**config.mk**
```make
export PLATFORM = sky130hd
export DESIGN_NAME = uart_rx_sampler_flat
export DESIGN_NICKNAME = d
export VERILOG_FILES = /design/src/rtl/uart_pkg.sv /design/src/rtl/uart_rx_sampler_if.sv /design/src/rtl/uart_rx_bit_voter.sv /design/src/rtl/uart_rx_sampler.sv /design/src/flat_wrapper.sv
export SDC_FILE = /design/constraint.sdc
export NUM_CORES = 1
export LEC_CHECK = 0
export CAP_MARGIN = 20
export CORE_MARGIN = 2
export CORE_UTILIZATION = 60
export DETAILED_ROUTE_END_ITERATION = 10
export GPL_TIMING_DRIVEN = 0
export HOLD_SLACK_MARGIN = 0.1
export PLACE_DENSITY = 0.92
export SLEW_MARGIN = 20
export SYNTH_ARGS = -nofsm -noshare
export SYNTH_HDL_FRONTEND = slang
export SYNTH_SLANG_ARGS = --single-unit
```
**constraint.sdc**
```tcl
create_clock -name CLOCK_50 -period 4.6 [get_ports CLOCK_50]
set_input_delay 0.46 -clock CLOCK_50 [delete_from_list [all_inputs] [get_ports CLOCK_50]]
set_output_delay 0.46 -clock CLOCK_50 [all_outputs]
set_load 0.1 [all_outputs]
```
**src/rtl/uart_pkg.sv**
```systemverilog
// Shared UART definitions: receiver state encoding, oversampling and mid-bit vote points.
package uart_pkg;

  localparam int RX_DATA_BITS  = 8;
  localparam int RX_OVERSAMPLE = 16;
  localparam int VOTE_LO       = RX_OVERSAMPLE / 2 - 1;
  localparam int VOTE_MID      = RX_OVERSAMPLE / 2;
  localparam int VOTE_HI       = RX_OVERSAMPLE / 2 + 1;

  typedef enum logic [2:0] {
    IDLE,
    START,
    DATA,
    STOP,
    WAIT_HIGH
  } rx_state_t;

  function automatic logic maj3(input logic a, input logic b, input logic c);
    return (a & b) | (a & c) | (b & c);
  endfunction

endpackage

```
**src/rtl/uart_rx_sampler_if.sv**
```systemverilog
// Receive-side bundle: tick and serial line in, byte/strobes/busy out.
interface uart_rx_sampler_if #(
    parameter int DATA_BITS = 8
);

    logic                 tick_16x;
    logic                 rx_in;
    logic [DATA_BITS-1:0] rx_data;
    logic                 rx_valid;
    logic                 frame_err;
    logic                 busy;

    modport master (
        output tick_16x, rx_in,
        input  rx_data, rx_valid, frame_err, busy
    );

    modport slave (
        input  tick_16x, rx_in,
        output rx_data, rx_valid, frame_err, busy
    );

endinterface

```
**src/rtl/uart_rx_bit_voter.sv**
```systemverilog
// Captures the synced line at the two early vote points; majority uses the live third sample.
module rx_bit_voter
    import uart_pkg::*;
#(
    parameter int SW       = 4,
    parameter int LO_POINT = VOTE_LO,
    parameter int MID_POINT = VOTE_MID
) (
    input  logic          clk,
    input  logic          rst_n,
    input  logic          tick,
    input  logic          clr,
    input  logic [SW-1:0] s,
    input  logic          line,
    output logic          decision
);

    localparam logic [SW-1:0] S_LO  = SW'(LO_POINT);
    localparam logic [SW-1:0] S_MID = SW'(MID_POINT);

    logic v_lo, v_mid;

    always_ff @(posedge clk or negedge rst_n) begin
        if (!rst_n) begin
            v_lo  <= 1'b1;
            v_mid <= 1'b1;
        end else if (clr) begin
            v_lo  <= 1'b1;
            v_mid <= 1'b1;
        end else if (tick) begin
            if (s == S_LO)  v_lo  <= line;
            if (s == S_MID) v_mid <= line;
        end
    end

    // Only meaningful on the tick at the last vote point; the caller qualifies it.
    assign decision = maj3(v_lo, v_mid, line);

endmodule

```
**src/rtl/uart_rx_sampler.sv**
```systemverilog
// 16x-oversampled 8N1 receiver front-end; all state advances on tick_16x enables in the CLOCK_50 domain.
module uart_rx_sampler
    import uart_pkg::*;
#(
    parameter int DATA_BITS  = RX_DATA_BITS,
    parameter int OVERSAMPLE = RX_OVERSAMPLE
) (
    input  logic               CLOCK_50,
    input  logic               reset_n,
    uart_rx_sampler_if.slave   bus
);

    localparam int SW = $clog2(OVERSAMPLE);
    localparam int BW = $clog2(DATA_BITS);

    localparam logic [SW-1:0] S_ONE  = SW'(1);
    localparam logic [SW-1:0] S_HI   = SW'(OVERSAMPLE / 2 + 1);
    localparam logic [SW-1:0] S_LAST = SW'(OVERSAMPLE - 1);
    localparam logic [BW-1:0] B_LAST = BW'(DATA_BITS - 1);

    rx_state_t            state_q, state_d;
    logic [SW-1:0]        s_q, s_d;
    logic [BW-1:0]        bit_q, bit_d;
    logic [DATA_BITS-1:0] shift_q, shift_d;
    logic [DATA_BITS-1:0] data_q, data_d;
    logic                 valid_q, valid_d;
    logic                 err_q, err_d;
    logic [1:0]           sync_q;
    logic                 line;
    logic                 decision;
    logic                 at_vote, at_last, voter_clr;

    // Idle-high synchronizer; only sync_q[1] is ever looked at.
    always_ff @(posedge CLOCK_50 or negedge reset_n) begin
        if (!reset_n) sync_q <= 2'b11;
        else          sync_q <= {sync_q[0], bus.rx_in};
    end
    assign line = sync_q[1];

    assign at_vote   = (s_q == S_HI);
    assign at_last   = (s_q == S_LAST);
    assign voter_clr = (bus.tick_16x && at_last) || (state_q == IDLE);

    rx_bit_voter #(
        .SW        (SW),
        .LO_POINT  (OVERSAMPLE / 2 - 1),
        .MID_POINT (OVERSAMPLE / 2)
    ) u_voter (
        .clk      (CLOCK_50),
        .rst_n    (reset_n),
        .tick     (bus.tick_16x),
        .clr      (voter_clr),
        .s        (s_q),
        .line     (line),
        .decision (decision)
    );

    always_ff @(posedge CLOCK_50 or negedge reset_n) begin
        if (!reset_n) begin
            state_q <= IDLE;
            s_q     <= '0;
            bit_q   <= '0;
            shift_q <= '0;
            data_q  <= '0;
            valid_q <= 1'b0;
            err_q   <= 1'b0;
        end else begin
            state_q <= state_d;
            s_q     <= s_d;
            bit_q   <= bit_d;
            shift_q <= shift_d;
            data_q  <= data_d;
            valid_q <= valid_d;
            err_q   <= err_d;
        end
    end

    always_comb begin
        state_d = state_q;
        s_d     = s_q;
        bit_d   = bit_q;
        shift_d = shift_q;
        data_d  = data_q;
        valid_d = 1'b0;
        err_d   = 1'b0;
        if (bus.tick_16x) begin
            s_d = at_last ? '0 : s_q + 1'b1;
            unique case (state_q)
                IDLE: begin
                    s_d = '0;
                    // The detecting tick itself counts as s=0.
                    if (!line) begin
                        state_d = START;
                        s_d     = S_ONE;
                    end
                end
                START: begin
                    if (at_vote && decision) begin
                        state_d = IDLE;
                        s_d     = '0;
                    end else if (at_last) begin
                        state_d = DATA;
                        bit_d   = '0;
                    end
                end
                DATA: begin
                    if (at_vote) shift_d = {decision, shift_q[DATA_BITS-1:1]};
                    if (at_last) begin
                        if (bit_q == B_LAST) state_d = STOP;
                        else                 bit_d   = bit_q + 1'b1;
                    end
                end
                STOP: begin
                    // Leave at the vote so a back-to-back start edge is caught in time.
                    if (at_vote) begin
                        s_d = '0;
                        if (decision) begin
                            data_d  = shift_q;
                            valid_d = 1'b1;
                            state_d = IDLE;
                        end else begin
                            err_d   = 1'b1;
                            state_d = WAIT_HIGH;
                        end
                    end
                end
                WAIT_HIGH: begin
                    s_d = '0;
                    if (line) state_d = IDLE;
                end
                default: state_d = IDLE;
            endcase
        end
    end

    assign bus.rx_data   = data_q;
    assign bus.rx_valid  = valid_q;
    assign bus.frame_err = err_q;
    assign bus.busy      = (state_q != IDLE);

endmodule

```
**src/flat_wrapper.sv**
```systemverilog
// flat-port wrapper written by rule: the top's interface ports become plain ports
module uart_rx_sampler_flat import uart_pkg::*;
#(
    parameter int DATA_BITS  = RX_DATA_BITS,
    parameter int OVERSAMPLE = RX_OVERSAMPLE
)
  (CLOCK_50, reset_n, bus_tick_16x, bus_rx_in, bus_rx_data, bus_rx_valid, bus_frame_err, bus_busy);
  uart_rx_sampler_if #(.DATA_BITS(DATA_BITS)) bus_i ();
  input  logic CLOCK_50;
  input  logic reset_n;
  input wire logic [$bits(bus_i.tick_16x)-1:0] bus_tick_16x;
  input wire logic [$bits(bus_i.rx_in)-1:0] bus_rx_in;
  output wire logic [$bits(bus_i.rx_data)-1:0] bus_rx_data;
  output wire logic [$bits(bus_i.rx_valid)-1:0] bus_rx_valid;
  output wire logic [$bits(bus_i.frame_err)-1:0] bus_frame_err;
  output wire logic [$bits(bus_i.busy)-1:0] bus_busy;
  assign bus_i.tick_16x = bus_tick_16x;
  assign bus_i.rx_in = bus_rx_in;
  assign bus_rx_data = bus_i.rx_data;
  assign bus_rx_valid = bus_i.rx_valid;
  assign bus_frame_err = bus_i.frame_err;
  assign bus_busy = bus_i.busy;
  uart_rx_sampler #(.DATA_BITS(DATA_BITS), .OVERSAMPLE(OVERSAMPLE)) u_core (.CLOCK_50(CLOCK_50), .reset_n(reset_n), .bus(bus_i));
endmodule
```
== After elaboration in Yosys (flattened, before gate mapping) ==
Index checks and enable logic that the tools add are counted.
Cells by class
  add/subtract/negate cells: 2
  equal/unequal tests: 18
  muxes and demuxes: 33
  bitwise operators: 5
  reduce and logical (&&, ||, !) cells: 15
Operators with widths (count)
  3-bit 2-to-1 mux: 12
  4-bit case mux with 4 select lines: 1
  1-bit 2-to-1 mux: 15
  3-bit case mux with 5 select lines: 1
  4-bit == test, second input constant: 3
  4-bit 2-to-1 mux: 3
  2-bit by 1-bit != test with 1-bit output, second input constant: 5
  2-bit nonzero test: 4
  7-bit AND reduction: 1
  3-bit by 2-bit == test with 1-bit output, second input constant: 2
  3-bit == test, second input constant: 2
  2-bit != test, second input constant: 3
  3-bit case mux with 2 select lines: 1
  6-bit AND reduction: 1
  4-bit by 1-bit adder with 4-bit output, second input constant: 1
  4-bit by 3-bit == test with 1-bit output, second input constant: 1
  2-bit AND reduction: 2
  4-bit AND reduction: 1
  3-bit by 1-bit adder with 3-bit output, second input constant: 1
  1-bit AND: 3
  3-bit by 1-bit == test with 1-bit output, second input constant: 1
  3-bit zero test: 1
  3-bit by 1-bit != test with 1-bit output, second input constant: 1
  3-bit AND reduction: 1
  other kinds (4): 6
Word-level totals
  bits in registers: 32
  input bits: 4
  output and inout bits: 11
  logic and storage cells: 83

== Depth between registers and ports, before layout ==
Gate-level depths: netlist (run 1).
  word-level depth: 7
  depth in mapped cells: 6
  depth with buffers taken out: 6

== By module ==
A second synthesis (run 1) with hierarchy kept.
Unflattened totals
  cell total of the unflattened synthesis: 129
  area total of the unflattened synthesis: 1604.0 um^2
Modules (own cells, without submodules)
  uart_rx_sampler: instances 1, cells each 117, area each 1482.7 um^2, sequential area each 753.2 um^2
  rx_bit_voter: instances 1, cells each 12, area each 121.4 um^2, sequential area each 52.6 um^2

== Worst setup path after synthesis (run 1) ==
OpenSTA, ideal clock, no wires.
  path kind: register to output
  start point: register u_core.state_q[2]
  end point: output port bus_busy
  arrival time: 1326 ps
  data required time: 4140 ps
  path slack: 2814 ps
  stages on the path, launching flop included: 3
  buffers on the path: 1
  cell sequence: dfrtp_1 clkbuf_1 or3_1
Between the ends
  longest elaborated chain between the ends: 1
RTL lines
  start: declaration: line uart_rx_sampler.sv:21  | rx_state_t state_q, state_d;
  start signal: assignment: line uart_rx_sampler.sv:68  | state_q <= state_d;
  3-bit nonzero test: line uart_rx_sampler.sv:139  | assign bus.busy = (state_q != IDLE);
  end: declaration: line flat_wrapper.sv:16  | output wire logic [$bits(bus_i.busy)-1:0] bus_busy;
No other way between the ends.

== Worst setup path in the final report (run 1) ==
Ends and elaborated chain as after synthesis.

==> results of run 1 <==
## cell families after synthesis
kind of cell               count (synthesis)  share of synthesized area (%)
AOI/OAI and AO/OA                         21                           8.62
adders and majority gates                  6                           4.92
buffers and inverters                     18                           5.00
DFF                                       32                           51.9
muxes                                     21                           15.2
and+or+nand+nor                           35                           14.3
## area by class of cell
| type | instances | area, µm² | area share, % |
|---|---|---|---|
| inverter | 10 | 37.5 | 2.09 |
| clock inverter | 2 | 35.0 | 1.96 |
| buffer | 8 | 40.0 | 2.23 |
| sequential | 32 | 806 | 45.0 |
| timing repair buffer | 13 | 125 | 6.98 |
| multi-input combinational | 83 | 669 | 37.4 |
| clock buffer | 6 | 41.3 | 2.30 |
| tap | 30 | 37.5 | 2.09 |
## layout by cell type, fill, tap and decap left out, drive strengths merged, types with 2 or more instances in the layout
cell type / n
dfrtp: 28
mux2: 18
clkdlybuf4s50: 12
inv: 10
clkbuf: 8
nor2: 7
buf: 7
o21ai: 7
a21oi: 5
ha: 5
nor3: 4
a31oi: 4
dfstp: 4
nand3: 3
nand2: 3
mux2i: 3
nand4: 3
and4b: 2
nor4b: 2
and3: 2
## worst max-delay path, cell delays in order (launching register included)
cell	delay, ps
dfrtp_1	330
clkbuf_1	320
or3_1	250
clkdlybuf4s50_1	1150
## sequential cells by signal, indices dropped and copies added, names as in the netlist
register / flops
u_core.bus.rx_valid: 1
u_core.u_voter.v_lo: 1
u_core.sync_q: 2
u_core.s_q: 4
u_core.u_voter.v_mid: 1
u_core.bus.rx_data: 8
u_core.bus.frame_err: 1
u_core.state_q: 3
u_core.shift_q: 8
u_core.bit_q: 3
## where the power goes
group	total [mW]	internal (mW)	switching, mW
Combinational	0.335	0.128	0.206
Clock	0.213	0.114	0.0990
Sequential	0.370	0.338	0.0320
## worst max path at each step
stage,startpoint,to,slack [ps],depth (start not counted)
2_1_floorplan,u_core.state_q[2]$_DFFE_PN0P_,bus_busy,2810,2
3_3_place_gp,u_core.state_q[2]$_DFFE_PN0P_,bus_busy,2160,3
3_5_place_dp,u_core.state_q[2]$_DFFE_PN0P_,bus_busy,2140,3
4_1_cts,u_core.state_q[2]$_DFFE_PN0P_,bus_busy,1740,3
5_1_grt,u_core.state_q[2]$_DFFE_PN0P_,bus_busy,1650,3
6_report,u_core.state_q[2]$_DFFE_PN0P_,bus_busy,1730,3
## through the flow
stage	cells	utilization (%)	hold slack, ps	power (mW)	cell area, µm²
2_1_floorplan	133	-	164	0.626	1550
3_3_place_gp	176	70.1	346	0.677	1720
3_5_place_dp	176	69.9	347	0.703	1720
4_1_cts	184	73.0	161	0.919	1790
5_1_grt	184	73.0	200	0.979	1790
6_report	184	73.0	134	0.918	1790
## per-layer routing
| layer | track usage [%] | vias to the layer above | share of wire, % |
|---|---|---|---|
| met4 | 16.3 | 0 | 3.9 |
| met3 | 10.9 | 16 | 5.8 |
| met1 | 31.0 | 533 | 43 |
| met5 | 0 | - | 0 |
| li1 | - | 512 | - |
| met2 | 32.9 | 52 | 48 |
==> results.md, run 1 <==
* Status: finished, final reports clean
* Wire per inst at around 16 µm
* R2R depth at 5
* # rows at 18
* Fill count at around 150
* Setup bufs post-CTS at 0
* Worst-Skew Late Latency at about 350 ps
* CTS tree: done
* Synthesis Warnings at 0
* GP Congestion at 0.883
* DR vias at around 1100
* Max Cap Viol at 0
* Setup WS post-layout at between 1500 and 2000 ps
* Ys flop type: dfrtp_1
* Total GRT Usage at 24.4%
* Yosys top cell area share at a little under half
* Fmax at about 350 MHz
* DR iter-0 viols at 31
* Slew margin rel. at between 30% and 40%
* Fin. Hold Viols at 0
* Clock Skew at about 20 ps
* Mean Syn Cell Area at ~12 µm²
* Synthesized area at roughly 1600 µm²
* Final wirelength at around 3000 µm
* Crit path kind: reg -> out
* CTS buffer count at 5
* Diodes inserted at 0
* Static Leakage at between 0.8 and 0.9 nW
* First-pass DRT Iterations at 4
* Seq/Total Area, Yosys at 51.9%
* Cells after Synth at ~130
* Worst Setup End Kind: output port
* Reg2reg start: u_core.state_q[2]$_DFFE_PN0P_
* Global route total overflow at 0
* Global-route wire length before repair at 4920 µm
* Vias/cell at just over 6
* Arrival @ worst endpoint at 2410 ps
* Core area at ~2500 µm²
* RSZ-0062 raised after global routing: no
* Clk slew on worst S/H paths at 110 ps
* Top-count cell post-synth: dfrtp_1
* Setup-failing EPs final at 0
* Cell taking the most area after synthesis: dfrtp_1
* Pin count of the biggest net entering global routing at 33
* Clock tree sinks at 32
* EDFF count, synth at 0
* Layout cells sized above 1 at about 28%
* Top cells by instance count after synthesis: dfrtp_1 (28), mux2_2 (17), inv_1 (10), nor2_1 (7), o21ai_0 (6)
* Number of global-route vias before repair at 1057
* Slew @ Worst Pin at between 900 and 1000 ps
* Setup crit start kind: register
* FF-to-FF End: u_core.shift_q[4]$_DFFE_PN0P_
* FF-to-FF setup slack at 2750 ps
* IO Port Bufs at 13
* Clock buffer depth at 2
* Final period utilization at between 60% and 70%
* Minimum clock period at roughly 2900 ps
* DRC viols at 0
* Clk Tree Root Cell: clkbuf_4
* Starting density of the core at 63.3%
* Synth top area cells: dfrtp_1 (45%), mux2_2 (12%), dfstp_2 (6.8%)
* Seq cells post-synth at 32
* Worst Hold Class: in -> async
* Mapped Nets at between 100 and 150
* Area grow syn2layout at 15.4%
* Peak supply drop at about 0.0005 V
* Antenna-violating nets left at 0
* Fin nets at 162
* # resized after CTS at 0
* Dpl ws at between 2000 and 2500 ps
* Power Density at approximately 510 nW/µm²
* HPWL Detailed at ~2100 µm
* Die area at 3010 µm²
* Share of synthesized registers carrying an async set or reset at 100%
* H-tree Lvls at 2
* Pins Over Slew Limit at 0
* Post-CTS Hold Buffers at 0
* Setup TNS at 0 ps
* Initial antenna violation count at 0
* Netlist cell types at 38
* # IOs at 15
* Die height at 54.9 µm
* Worst Path Max Fanout at 10
* Chip width at ~55 µm
* Worst Path Required at slightly above 4000 ps
Note: power is estimated with default switching activity, not from simulation.
==> inputs of run 2 (changes only) <==
- CORE_UTILIZATION: 60 -> 50
- PLACE_DENSITY: 0.92 -> 0.83
- clock period: 4.6 -> 2.6 ns (I/O delays scaled with it)
==> run 2 against run 1 <==
  * Hold slack improved by 200 ps
  * Critical path depth is the same
  * Clock skew decreased by 8.8 ps
  * Core utilization decreased by 13 points
  * Clock-buffer cell count fell by 1
  * Highest routed layer unchanged
  * Routed wire length decreased by 12%
  * Cell count is 2.2% higher
  * Register-to-register slack worse by 1900 ps
  * Power up 74%
  * Combinational power rose by 71%
  * Global-route usage is 6.7 points lower
==> results.md, run 2 (synthesis results as in run 1) <==
* Clock buffer depth at 2 (unchanged)
* DR iter-0 viols at 53 (was 31)
* Setup bufs post-CTS at 0 (unchanged)
* Total GRT Usage at 17.7% (was 24.4%)
* CTS buffer count at 5 (unchanged)
* Post-layout util at 60.2% (was 73.0%)
* Arrival @ worst endpoint at 2120 ps (was 2410 ps)
* Global route total overflow at 0 (unchanged)
* Non-Filler Instances at 188 (was 184)
* IO Port Bufs at 13 (unchanged)
* Clock Skew at 10.7 ps (was 19.6 ps)
* Slew margin rel. at 34.5% (was 34.3%)
* GP Congestion at 0.845 (was 0.883)
* Power Density at 883 nW/µm² (was 512 nW/µm²)
* DR vias at 1082 (was 1113)
* Final wirelength at 2650 µm (was 3000 µm)
* Commonest non-fill, non-tap cell in the layout: dfrtp_1 (unchanged)
* Fin nets at 163 (was 162)
* Worst Path Required at 2340 ps (was 4140 ps)
* Worst-Skew Late Latency at 330 ps (was 350 ps)
* Status: finished, final reports clean (unchanged)
* Hold worst-path end: u_core.u_voter.v_mid$_DFFE_PN1P_
* Core area at 3000 µm² (was 2450 µm²)
* Slew @ Worst Pin at 980 ps (was 983 ps)
* Layout cells sized above 1 at 28.4% (was 27.9%)
* Initial antenna violation count at 0 (unchanged)
* CTS tree: done (unchanged)
* Number of global-route vias before repair at 1006 (was 1057)
* Wire per inst at 14.1 µm (was 16.3 µm)
* Static Leakage at 0.864 nW (was 0.862 nW)
* Worst Path Max Fanout at 10 (unchanged)
* Worst Setup End Kind: output port (unchanged)
* Minimum clock period at roughly 2400 ps
* FF-to-FF setup slack at 850 ps (was 2750 ps)
* Reg2reg start: u_core.state_q[2]$_DFFE_PN0P_ (unchanged)
* # IOs at 15 (unchanged)
* Min-delay src: bus_tick_16x
* Die height at 59.7 µm (was 54.9 µm)
* HPWL Detailed at 1860 µm (was 2080 µm)
* Pins Over Slew Limit at 0 (unchanged)
* Area grow syn2layout at 16.4% (was 15.4%)
* Pin count of the biggest net entering global routing at 33 (unchanged)
* Setup crit start kind: register (unchanged)
* Vias/cell at 5.76 (was 6.05)
* Fill count at 254 (was 152)
* # rows at 20 (was 18)
* Clk slew on worst S/H paths at 100 ps (was 110 ps)
* Chip width at 59.7 µm (was 54.9 µm)
* Diodes inserted at 0 (unchanged)
* Fin. Hold Viols at 0 (unchanged)
* Clock tree sinks at 32 (unchanged)
* Worst Hold Class: in -> reg (was in -> async)
* Die area at 3570 µm² (was 3010 µm²)
* Setup TNS at 0 ps (unchanged)
* Hold Crit Depth at 3
* Starting density of the core at 51.7% (was 63.3%)
* Peak supply drop at 0.000656 V (was 0.000498 V)
* Setup-failing EPs final at 0 (unchanged)
* Antenna-violating nets left at 0 (unchanged)
* DRC viols at 0 (unchanged)
* RSZ-0062 raised after global routing: no (unchanged)
* First-pass DRT Iterations at 4 (unchanged)
* Global-route wire length before repair at 4560 µm (was 4920 µm)
* FF-to-FF End: u_core.shift_q[1]$_DFFE_PN0P_ (was u_core.shift_q[4]$_DFFE_PN0P_)
* H-tree Lvls at 2 (unchanged)
* Fmax at 421 MHz
* Placed insts at 179 (was 176)
* Clk Tree Root Cell: clkbuf_4 (unchanged)
* Max Cap Viol at 0 (unchanged)
* R2R depth at 5 (unchanged)
* Crit path kind: reg -> out (unchanged)
* Most frequent cells in the layout: dfrtp_1 (28), mux2_2 (17), clkdlybuf4s50_1 (11), inv_1 (10), nor2_1 (7) (was dfrtp_1 (28), mux2_2 (17), clkdlybuf4s50_1 (12), inv_1 (10), nor2_1 (7))
* Final period utilization at approximately 91%
==> run 2: changes by cell type in the layout (fill, tap and decap cells not counted) <==
cell / before / now
clkbuf_1: 3 / 2
clkdlybuf4s50_1: 12 / 11
clkinvlp_4: 0 / 1
dlygate4sd2_1: 0 / 1
dlygate4sd3_1: 0 / 1
==> run 2: final cells by class <==
type                       count  area (µm²)  share of cell area, %
timing repair buffer          14         134                   7.40
inverter                      10        37.5                   2.08
clock inverter                 3        42.5                   2.35
tap                           33        41.3                   2.28
buffer                         8        40.0                   2.21
sequential                    32         806                   44.6
multi-input combinational     83         669                   37.0
clock buffer                   5        37.5                   2.08
==> run 2: where the power goes <==
| part | internal, mW | total (mW) | leakage, nW | switching (mW) |
|---|---|---|---|---|
| clock network | 0.200 | 0.368 | 0.0412 | 0.168 |
| logic | 0.223 | 0.572 | 0.411 | 0.348 |
| registers | 0.598 | 0.657 | 0.411 | 0.0595 |
| total | 1.02 | 1.60 | 0.864 | 0.576 |
==> run 2: metal layers <==
layer / share of wire, % / GRT usage [%] / routed length (µm) / vias to the layer above
met4: 1.7 / 6.67 / 46 / 0
met5: 0 / 0 / 0 / -
met3: 4.1 / 6.49 / 108 / 5
met2: 48 / 26.7 / 1270 / 28
li1: - / - / - / 518
met1: 46 / 23.4 / 1220 / 531
==> run 2: timing repair <==
action	4_1_cts	5_1_grt
gates resized for setup	1	0
endpoints found under the setup margin	1	0
hold buffers	1	0
endpoints found under the hold margin	28	0
==> run 2: how the worst max path moves through the flow <==
stage                     cells after the start                        end                          start
after CTS                                     3                   bus_busy  u_core.state_q[2]$_DFFE_PN0P_
after detailed placement                      3                   bus_busy  u_core.state_q[2]$_DFFE_PN0P_
after global routing                          3                   bus_busy  u_core.state_q[2]$_DFFE_PN0P_
after floorplan                               5  u_core.s_q[0]$_DFFE_PN0P_  u_core.state_q[2]$_DFFE_PN0P_
final                                         3                   bus_busy  u_core.state_q[2]$_DFFE_PN0P_
after global placement                        3                   bus_busy  u_core.state_q[2]$_DFFE_PN0P_
==> run 2: stage by stage <==
stage	area [µm²]	setup slack, ps	power [mW]	hold slack (ps)
final	1810	224	1.60	336
after global routing	1810	124	1.73	326
after CTS	1810	234	1.61	309
after detailed placement	1720	350	1.24	340
after global placement	1720	349	1.21	348
after floorplan	1550	821	1.11	-35.6
==> run 2: worst max-delay path, cell delays in order (launching register included) <==
cell and delay [ps]:
dfrtp_1 330, clkbuf_1 330, or3_1 250, dlygate4sd2_1 870
==> inputs of run 3 (changes only) <==
- CTS_CLUSTER_DIAMETER: unset -> 200
==> results of run 3 <==
The final DEF is identical to that of run 2; final timing and power are the same.
